### src/rtl/bless_pkg.sv
// Shared BLESS router definitions: field widths, control-word layout and the
// injection FSM states. The STARVED state only exists when INJ_STARVE_EN is defined.
package bless_pkg;

  localparam int ADDR_W = 2;
  localparam int SEQ_W  = 3;
  localparam int AGE_W  = 4;
  localparam int DATA_W = 32;
  localparam int CTRL_W = 1 + SEQ_W + 2 * ADDR_W + AGE_W;

  // Control word, MSB first: {valid, seq, src, dest, age}
  localparam int AGE_LSB   = 0;
  localparam int DEST_LSB  = AGE_LSB + AGE_W;
  localparam int SRC_LSB   = DEST_LSB + ADDR_W;
  localparam int SEQ_LSB   = SRC_LSB + ADDR_W;
  localparam int VALID_BIT = SEQ_LSB + SEQ_W;

  typedef struct packed {
    logic [ADDR_W-1:0] dest;
    logic [DATA_W-1:0] data;
  } inj_entry_t;

  typedef enum logic [1:0] {
    S_IDLE    = 2'd0,
    S_WAIT    = 2'd1
`ifdef INJ_STARVE_EN
    , S_STARVED = 2'd2
`endif
  } inj_state_t;

  function automatic logic [2:0] popcount4(input logic [3:0] v);
    return 3'(v[0]) + 3'(v[1]) + 3'(v[2]) + 3'(v[3]);
  endfunction

endpackage

### src/rtl/inj_fifo.sv
// Synchronous DEPTH-entry FIFO holding flits waiting for injection.
// The head is read straight from storage; there is no empty bypass.
module inj_fifo #(
  parameter int WIDTH = 34,
  parameter int DEPTH = 4
) (
  input  logic                   clk,
  input  logic                   rst,
  input  logic                   push,
  input  logic [WIDTH-1:0]       din,
  input  logic                   pop,
  output logic [WIDTH-1:0]       dout,
  output logic                   full,
  output logic                   empty,
  output logic [$clog2(DEPTH):0] count
);

  localparam int PTR_W = $clog2(DEPTH);
  localparam int CNT_W = PTR_W + 1;

  logic [WIDTH-1:0] mem [DEPTH];
  logic [PTR_W-1:0] wr_ptr;
  logic [PTR_W-1:0] rd_ptr;
  logic             do_push;
  logic             do_pop;

  assign do_push = push && !full;
  assign do_pop  = pop && !empty;

  // NOTE: storage is deliberately not reset; entries are only visible through
  // count/pointers, which are, so clearing the array would add cost for nothing.
  always_ff @(posedge clk) begin
    if (do_push) mem[wr_ptr] <= din;
  end

  always_ff @(posedge clk) begin
    if (!rst) begin
      wr_ptr <= '0;
      rd_ptr <= '0;
      count  <= '0;
    end else begin
      if (do_push) wr_ptr <= wr_ptr + PTR_W'(1);
      if (do_pop)  rd_ptr <= rd_ptr + PTR_W'(1);
      case ({do_push, do_pop})
        2'b10:   count <= count + CNT_W'(1);
        2'b01:   count <= count - CNT_W'(1);
        default: ;
      endcase
    end
  end

  assign dout  = mem[rd_ptr];
  assign full  = (count == CNT_W'(DEPTH));
  assign empty = (count == '0);

endmodule

### src/rtl/bless_inject_ctrl.sv
// Injection controller for BLESS router port 4: queues node flits, injects when a
// network slot is free, numbers flits and (with INJ_STARVE_EN) flags starvation.
module bless_inject_ctrl
  import bless_pkg::*;
#(
  parameter logic [ADDR_W-1:0] NODE_ADDR  = 2'b00,
  parameter int                DEPTH      = 4,
  parameter int                STARVE_MAX = 15
) (
  input  logic              clk,
  input  logic              rst,
  input  logic              node_valid,
  output logic              node_ready,
  input  logic [ADDR_W-1:0] node_dest,
  input  logic [DATA_W-1:0] node_data,
  input  logic [3:0]        net_valid_i,
  output logic [CTRL_W-1:0] inj_c,
  output logic [DATA_W-1:0] inj_d,
  output logic              throttle_o
);

  localparam int CNT_W = $clog2(DEPTH) + 1;

  if (DEPTH < 2 || (DEPTH & (DEPTH - 1)) != 0 || STARVE_MAX < 1) begin : g_param_check
    $error("bless_inject_ctrl: DEPTH must be a power of two >= 2 and STARVE_MAX >= 1");
  end

  inj_entry_t       push_entry;
  inj_entry_t       head;
  logic             full;
  logic             empty;
  logic [CNT_W-1:0] count;
  logic             push;
  logic             free;
  logic             inject;
  logic             last_pop;
  logic [SEQ_W-1:0] seq_cnt;
  inj_state_t       state;
  inj_state_t       state_next;

  // Held in reset the controller looks idle and swallows nothing.
  assign node_ready = !full || !rst;
  assign push       = node_valid && node_ready && rst;
  assign free       = (popcount4(net_valid_i) < 3'd4);
  assign inject     = rst && !empty && free;
  assign last_pop   = inject && !push && (count == CNT_W'(1));
  assign push_entry = '{dest: node_dest, data: node_data};

  inj_fifo #(
    .WIDTH($bits(inj_entry_t)),
    .DEPTH(DEPTH)
  ) u_fifo (
    .clk  (clk),
    .rst  (rst),
    .push (push),
    .din  (push_entry),
    .pop  (inject),
    .dout (head),
    .full (full),
    .empty(empty),
    .count(count)
  );

  // NOTE: every output of a combinational block gets a default first, so no
  // path through the branches can leave it unassigned and infer a latch.
  always_comb begin
    inj_c = '0;
    inj_d = '0;
    if (inject) begin
      inj_c[VALID_BIT]             = 1'b1;
      inj_c[SEQ_LSB +: SEQ_W]      = seq_cnt;
      inj_c[SRC_LSB +: ADDR_W]     = NODE_ADDR;
      inj_c[DEST_LSB +: ADDR_W]    = head.dest;
      inj_c[AGE_LSB +: AGE_W]      = '0;
      inj_d                        = head.data;
    end
  end

  always_ff @(posedge clk) begin
    if (!rst)        seq_cnt <= '0;
    else if (inject) seq_cnt <= seq_cnt + SEQ_W'(1);
  end

`ifdef INJ_STARVE_EN
  localparam int              BLK_W   = $clog2(STARVE_MAX + 1);
  localparam logic [BLK_W-1:0] BLK_MAX = BLK_W'(STARVE_MAX);

  logic [BLK_W-1:0] blk_cnt;

  always_ff @(posedge clk) begin
    if (!rst || inject || empty) blk_cnt <= '0;
    else if (!free && blk_cnt != BLK_MAX) blk_cnt <= blk_cnt + BLK_W'(1);
  end

  always_ff @(posedge clk) begin
    if (!rst) throttle_o <= 1'b0;
    else      throttle_o <= (state_next == S_STARVED);
  end
`else
  assign throttle_o = 1'b0;
`endif

  always_comb begin
    state_next = state;
    unique case (state)
      S_IDLE: begin
        if (push) state_next = S_WAIT;
      end
      S_WAIT: begin
        if (last_pop) state_next = S_IDLE;
`ifdef INJ_STARVE_EN
        else if (!inject && blk_cnt == BLK_MAX) state_next = S_STARVED;
`endif
      end
`ifdef INJ_STARVE_EN
      S_STARVED: begin
        if (inject) state_next = last_pop ? S_IDLE : S_WAIT;
      end
`endif
      default: state_next = S_IDLE;
    endcase
  end

  always_ff @(posedge clk) begin
    if (!rst) state <= S_IDLE;
    else      state <= state_next;
  end

endmodule

### config.mk
export PLATFORM = sky130hd
export DESIGN_NAME = bless_inject_ctrl
export DESIGN_NICKNAME = d
export VERILOG_FILES = /design/src/rtl/bless_pkg.sv /design/src/rtl/inj_fifo.sv /design/src/rtl/bless_inject_ctrl.sv
export SDC_FILE = /design/constraint.sdc
export NUM_CORES = 1
export LEC_CHECK = 0
export ABC_CLOCK_PERIOD_IN_PS = 6200
export CELL_PAD_IN_SITES_DETAIL_PLACEMENT = 0
export CELL_PAD_IN_SITES_GLOBAL_PLACEMENT = 1
export CORE_AREA = 2 2 107 120
export DETAILED_ROUTE_END_ITERATION = 8
export DIE_AREA = 0 0 109 122
export GPL_TIMING_DRIVEN = 1
export PLACE_DENSITY = 0.94
export SKIP_LAST_GASP = 1
export SYNTH_ARGS = -nofsm -noshare
export SYNTH_HDL_FRONTEND = slang
export SYNTH_SLANG_ARGS = --single-unit
### constraint.sdc
create_clock -name clk -period 6.2 [get_ports clk]
set_clock_uncertainty 0.1 [all_clocks]
set_input_delay 0.62 -clock clk [delete_from_list [all_inputs] [get_ports clk]]
set_output_delay 0.62 -clock clk [all_outputs]
set_load 0.03 [all_outputs]
==> results.json <==
{
  "status": "finished clean",
  "max_slew_margin": 0.376,
  "dieArea_um2": 13300,
  "worstPathArrival_ps": 3410,
  "place_ws_ps": 2040,
  "cts_resized": 0,
  "setup_violations": 0,
  "yosysMostFrequentCell": "edfxtp_1",
  "synth.distinct_cells": 30,
  "grt_pass1_wl_mm": 16.6,
  "synth_fa_ha_area_frac": 0.0194,
  "path_clk_slew_ps": 50,
  "fin_crit_ps": 4130,
  "io_buffers": 79,
  "min_path_type": "reg2reg",
  "grt_max_degree": 41,
  "synthesis.area_um2": 5920,
  "total_power_mw": 2.76,
  "die_x_um": 109,
  "crit_top_cell": "clkdlybuf4s50_1",
  "synthSimpleGateAreaFrac": 0.0591,
  "synth_compound_area_frac": 0.0106,
  "die_h_um": 122,
  "worst_pin_slew_ps": 936,
  "dr.first_iter.drc_count": 148,
  "synth_edf_count": 136,
  "path_cells": "clkdlybuf4s50_1 > fa_1 > nand3_2 > nand2_1 > inv_1 > clkdlybuf4s50_1",
  "cts-htree-levels": 4,
  "ios": 87,
  "clock-sinks": 148,
  "synth_area_leaders": "edfxtp_1 69%, mux4_2 11%, and3_1 4.1%",
  "utilization": 0.597,
  "cp_top_family": "buffers and inverters",
  "critical_path_class": "in2out",
  "p_per_area_nw_per_um2": 378,
  "wire_per_inst_um": 19.4,
  "worstReg2RegStart": "u_fifo.count[0]$_SDFFE_PN0P_",
  "synth-xor-area-share": 0.00296,
  "required_ps": 5480,
  "layout.cells.non_filler": 550,
  "hold_ws_ps": 365,
  "vias_per_cell": 5.48,
  "coreArea_um2": 12200,
  "slowest_delay_ps": 610,
  "drive_gt1_frac": 0.163,
  "syn_area_per_cell_um2": 19.5,
  "yosys_most_used_dff": "edfxtp_1",
  "synthMuxAreaShare": 0.139,
  "rows": 43,
  "drv_cap": 0,
  "start_kind": "primary input",
  "drv_slew": 0,
  "cts_buffer_depth": 2,
  "netlist_instances": 304,
  "cts_tree": "done",
  "fmax_mhz": 242,
  "vias": 3014,
  "synth_top_family_by_area": "multiplexers",
  "placed_area_um2": 6770,
  "yosysWarnings": 0,
  "clock_latency_ps": 400,
  "hold_viol": 0,
  "diodes": 0,
  "rrSetupSlack_ps": 3160,
  "antenna_found_initial": 0,
  "numCtsBuffers": 17,
  "gp_congestion": 0.727,
  "drc_errors": 0,
  "routed_wl_mm": 10.7,
  "synthTopCellsByCount": "136 x edfxtp_1, 39 x and3_1, 30 x mux4_2, 12 x dfxtp_1, 11 x inv_1",
  "netlist.area_leader.share": 0.689,
  "min_path_cells": 1,
  "cp_num_buf_inv": 3,
  "antenna_left": 0,
  "cts_hold_buf": 0,
  "synth.largest_area_cell": "edfxtp_1",
  "dp.cells": 521,
  "ff2ff_path_depth": 9,
  "min_from": "u_fifo.rd_ptr[1]$_SDFFE_PN0P_",
  "drt-pass1-iter-count": 5,
  "syn_to_final_growth_pct": 23.1,
  "slowest_stage": "clkdlybuf4s50_1",
  "fin_ws_ps": 2070,
  "setup_tns_ps": 0,
  "postCtsSetupRepairBufs": 0,
  "r2r-end": "u_fifo.count[2]$_SDFFE_PN0P_",
  "place_hpwl_mm": 6.32,
  "final_cell_area_um2": 7290,
  "peakVddDrop_uv": 218,
  "gr-usage-all-layers": 0.172,
  "fin_crit_sh": 0.666,
  "p_leak_nw": 2.53,
  "grt_setup_unrepaired": "false",
  "initial_core_util": 0.485,
  "ys_seq_area_frac": 0.730,
  "crit_fanout": 40,
  "grt_pass1_vias": 3252,
  "synthArstFlopShare": 0,
  "grt_overflow": 0,
  "ys_ff_latch": 148,
  "final_nets": 432,
  "worstSetupEndpointType": "output port",
  "clockRootBuffer": "clkbuf_16"
}
worst max path at each step:
stage	cells past startpoint	startpoint	end	slack, ps
after global routing	6	net_valid_i[0]	inj_c[11]	1870
after detailed placement	6	net_valid_i[0]	inj_c[11]	2040
after global placement	6	net_valid_i[0]	inj_c[11]	2080
after CTS	6	net_valid_i[0]	inj_c[11]	2020
after floorplan	10	net_valid_i[0]	u_fifo.count[2]$_SDFFE_PN0P_	3430
final	6	net_valid_i[0]	inj_c[11]	2070
cell families (layout without fill, tap and decap cells):
family | Yosys count | count (layout)
simple gates | 61 | 61
buf+inv | 37 | 120
xor+xnor | 2 | 2
mux | 38 | 38
fa+ha+maj | 8 | 8
flops | 148 | 148
other cells | 1 | 7
compound gates | 9 | 9
area by class of cell:
cell class | count | area, µm²
tap | 157 | 196
inverter | 11 | 41.3
multi-input combinational | 125 | 1400
timing repair buffer | 80 | 798
fill | 924 | 4920
sequential | 148 | 4330
clock inverter | 8 | 87.6
clock buffer | 21 | 440
per-layer routing:
| layer | vias to the layer above | GRT usage | wire [µm] |
|---|---|---|---|
| met3 | 6 | 0.0503 | 681 |
| met1 | 1545 | 0.194 | 4100 |
| met4 | 0 | 0.0593 | 62 |
| met2 | 104 | 0.311 | 5810 |
| li1 | 1359 | - | - |
| met5 | - | 0 | 0 |
sequential cells by signal, indices dropped and copies added (netlist names), named ones only:
register,count
u_fifo.mem,136
seq_cnt,3
u_fifo.count,3
u_fifo.rd_ptr,2
u_fifo.wr_ptr,2
cell usage in the layout (no fill, tap or decap), types with 3 or more instances in the layout:
cell               n
dfxtp_1           10
clkbuf_16         17
mux4_1             4
ha_1               6
mux2i_1            4
conb_1             7
clkdlybuf4s50_1   79
and3_1            35
nor2_1             5
inv_1             11
edfxtp_1         136
nand2_1            5
mux4_2            30
clkbuf_1           4
a21oi_1            3
and3_2             4
nand3_1            6
clkinv_2           4
where the power goes:
part / switching [mW] / internal (mW) / total, mW
Clock: 0.346 / 0.579 / 0.925
Combinational: 0.319 / 0.311 / 0.630
Sequential: 0.0574 / 1.15 / 1.21
No activity file was read; power rests on OpenSTA's default activity.
==> patch, RTL diff (same flow settings) <==
`DEPTH` is set to 4 in 2 places; all go to 2.
--- a/src/rtl/inj_fifo.sv
+++ b/src/rtl/inj_fifo.sv
@@ -3,5 +3,5 @@
 module inj_fifo #(
   parameter int WIDTH = 34,
-  parameter int DEPTH = 4
+  parameter int DEPTH = 2
 ) (
   input  logic                   clk,
--- a/src/rtl/bless_inject_ctrl.sv
+++ b/src/rtl/bless_inject_ctrl.sv
@@ -5,5 +5,5 @@
 #(
   parameter logic [ADDR_W-1:0] NODE_ADDR  = 2'b00,
-  parameter int                DEPTH      = 4,
+  parameter int                DEPTH      = 2,
   parameter int                STARVE_MAX = 15
 ) (
Check against the original RTL: not equivalent (Yosys sat finds a counterexample within 4 cycles, from zero or initial values and one cycle with rst low).
==> patch against the original RTL <==
Count of clock-buffer cells in the layout fell by 11. Wire length fell by 46%. Cell count fell by 19%. Critical path depth rose by 1. Register-to-register slack improved by 0.58 ns. Total power fell by 42%. Critical endpoint is now inj_c[9]. Final area fell by 41%. Synthesized area fell by 48%. Worst setup slack got worse by 0.074 ns. Sequential cell count fell by 72.
==> patch: results (changes against the original RTL) <==
Run status:
- The run finished with clean final reports.

Timing:
- The slew at the pin closest to its max-slew limit came to 1.07 ns (+0.137 ns).
- The hold violation count in the final report is 0 (unchanged).
- The share of the clock period used by the worst path after layout is 67.8% (+1.2 points).

CTS:
- The number of buffers added by the clock tree synthesis step is 9 (-8).
- The clock latency on the worst-skew pair is 0.32 ns (-0.08 ns).
- The deepest level of the CTS H-tree came to 3 (-1).
- The tree is rooted in a clkbuf_16.

Critical path:
- The capture point of the worst reg-to-reg path is u_fifo.count[1]$_SDFFE_PN0P_.
- The critical path ends at inj_c[9].
- The setup slack on the worst flop-to-flop path is 3.74 ns (+0.58 ns).
- The worst reg-to-reg path cell count is 6 (-3).
- The worst endpoint data arrival time is 3.49 ns (+0.08 ns).

Synth:
- The sequential fraction of the synthesis area was 72.0% (-0.98 points).
- The post-synthesis register bit count came to 76 (-49%).
- In the synthesized netlist, the cells that appear most often are edfxtp_1, mux2i_1, nor2_1, buf_4, dfxtp_1.
- The gate count after technology mapping was 202 (-34%).
- The number of distinct library cell variants in the gate-level netlist after synthesis is 26 (-13%).
- The number of flops mapped to enable cells by yosys was 68 (-50%).
- By area the synthesized netlist is led by edfxtp_1, mux2i_1, dfxtp_1.

Global route:
- The first-pass GRT wire length is 9070 µm (-45%).
- The number of global-route vias before repair is 1900 (-42%).
- The global-route usage over all layers is 9.19% (-8.1 points).

Power and ir drop:
- The cell internal power dissipation came to 0.00115 W (-44%).
- The register share of total power came to 41.7% (-2.0 points).
- The flip-flop and latch power is 0.000673 W (-44%).
- The power consumed by combinational cells is 0.000393 W (-38%).
- The cell leakage power is 1.47 nW (-42%).
- The maximum vdd drop was 0.146 mV (-33%).

Drt:
- The wire length after detailed routing is 5780 µm (-46%).
- The iteration count of the initial detailed-routing pass came to 4 (-1).
- The detail-routed via count per cell came to 4.04 (-26%).
- The routed via count came to 1794 (-40%).
- The detailed router's first-iteration violation count came to 48 (-68%).

Cells and area:
- The final layout net count is 326 (-25%).
- The share of the final layout cell area in sequential cells came to 51.4% (-7.9 points).
- The number of clock buffers in the layout is 10 (-52%).
- The multi-input combinational cell count is 110 (-12%).
- The portion of the layout cell area used by non-clock buffers is 18.6% (+7.7 points).
- The count of filler cells inserted in the layout came to 1159 (+25%).
- The area of combinational cells with multiple inputs came to 751 µm² (-46%).
- The final cell area excluding filler cells was 4280 µm² (-41%).
- The number of inverters outside the clock class in the layout is 5 (-6).
- The fraction of layout instances using a drive strength above 1 is 7.32% (-9.0 points).
- The largest registers in the layout are u_fifo.mem (68), seq_cnt (3), u_fifo.count (2).
- The relative area of clock buffers and inverters in the final design is 7.36% (+0.12 points).

Placement:
- The routability congestion estimate was 0.610 (-16%).
- The pre-CTS setup slack is 1.94 ns (-0.105 ns).
- The total instance count after detailed placement came to 428 (-18%).
- The HPWL after detailed placement is 3890 µm (-38%).
- The cell area after placement came to 3970 µm² (-41%).
[patch: cell types whose count changed after synthesis, sizes merged, moves of 4 or more]
cell	before	now
ha	6	2
inv	11	5
mux4	34	0
nor2	5	36
and3	39	0
clkbuf	11	1
mux2i	4	38
edfxtp	136	68
dfxtp	12	8
nand3	7	3
[patch: how the worst min path moves through the flow]
stage                                     from         to  slack, ns  cells after the start
floorplan           u_fifo.rd_ptr$_SDFFE_PN0P_  flip-flop       0.33                      1
global placement    u_fifo.rd_ptr$_SDFFE_PN0P_  flip-flop       0.33                      1
detailed placement  u_fifo.rd_ptr$_SDFFE_PN0P_  flip-flop       0.35                      1
CTS                 u_fifo.rd_ptr$_SDFFE_PN0P_  flip-flop       0.36                      1
global route        u_fifo.rd_ptr$_SDFFE_PN0P_  flip-flop       0.40                      1
finish              u_fifo.rd_ptr$_SDFFE_PN0P_  flip-flop       0.36                      1
[patch: critical path: stages]
cell and delay, ns:
clkdlybuf4s50_1 0.43, fa_1 0.48, nand3_1 0.16, nand3_2 0.68, inv_1 0.29, and2_1 0.15, clkdlybuf4s50_1 0.66
[patch: routing by layer]
metal  track usage (%)  wire [µm]  vias up
met3              2.84        317        8
met2              15.8       3080       54
met4              5.05         96        0
li1                  -          -      871
met1              9.96       2280      861
met5                 0          0        -
[patch: cells by family after synthesis]
logic type      Yosys count  synth area share (%)
compound gates            6                  1.31
flops                    76                  72.0
mux                      38                  12.4
fa+ha+maj                 3                  1.47
xor+xnor                  2                 0.573
buf+inv                  22                  4.42
other cells               1                 0.123
simple gates             54                  7.65
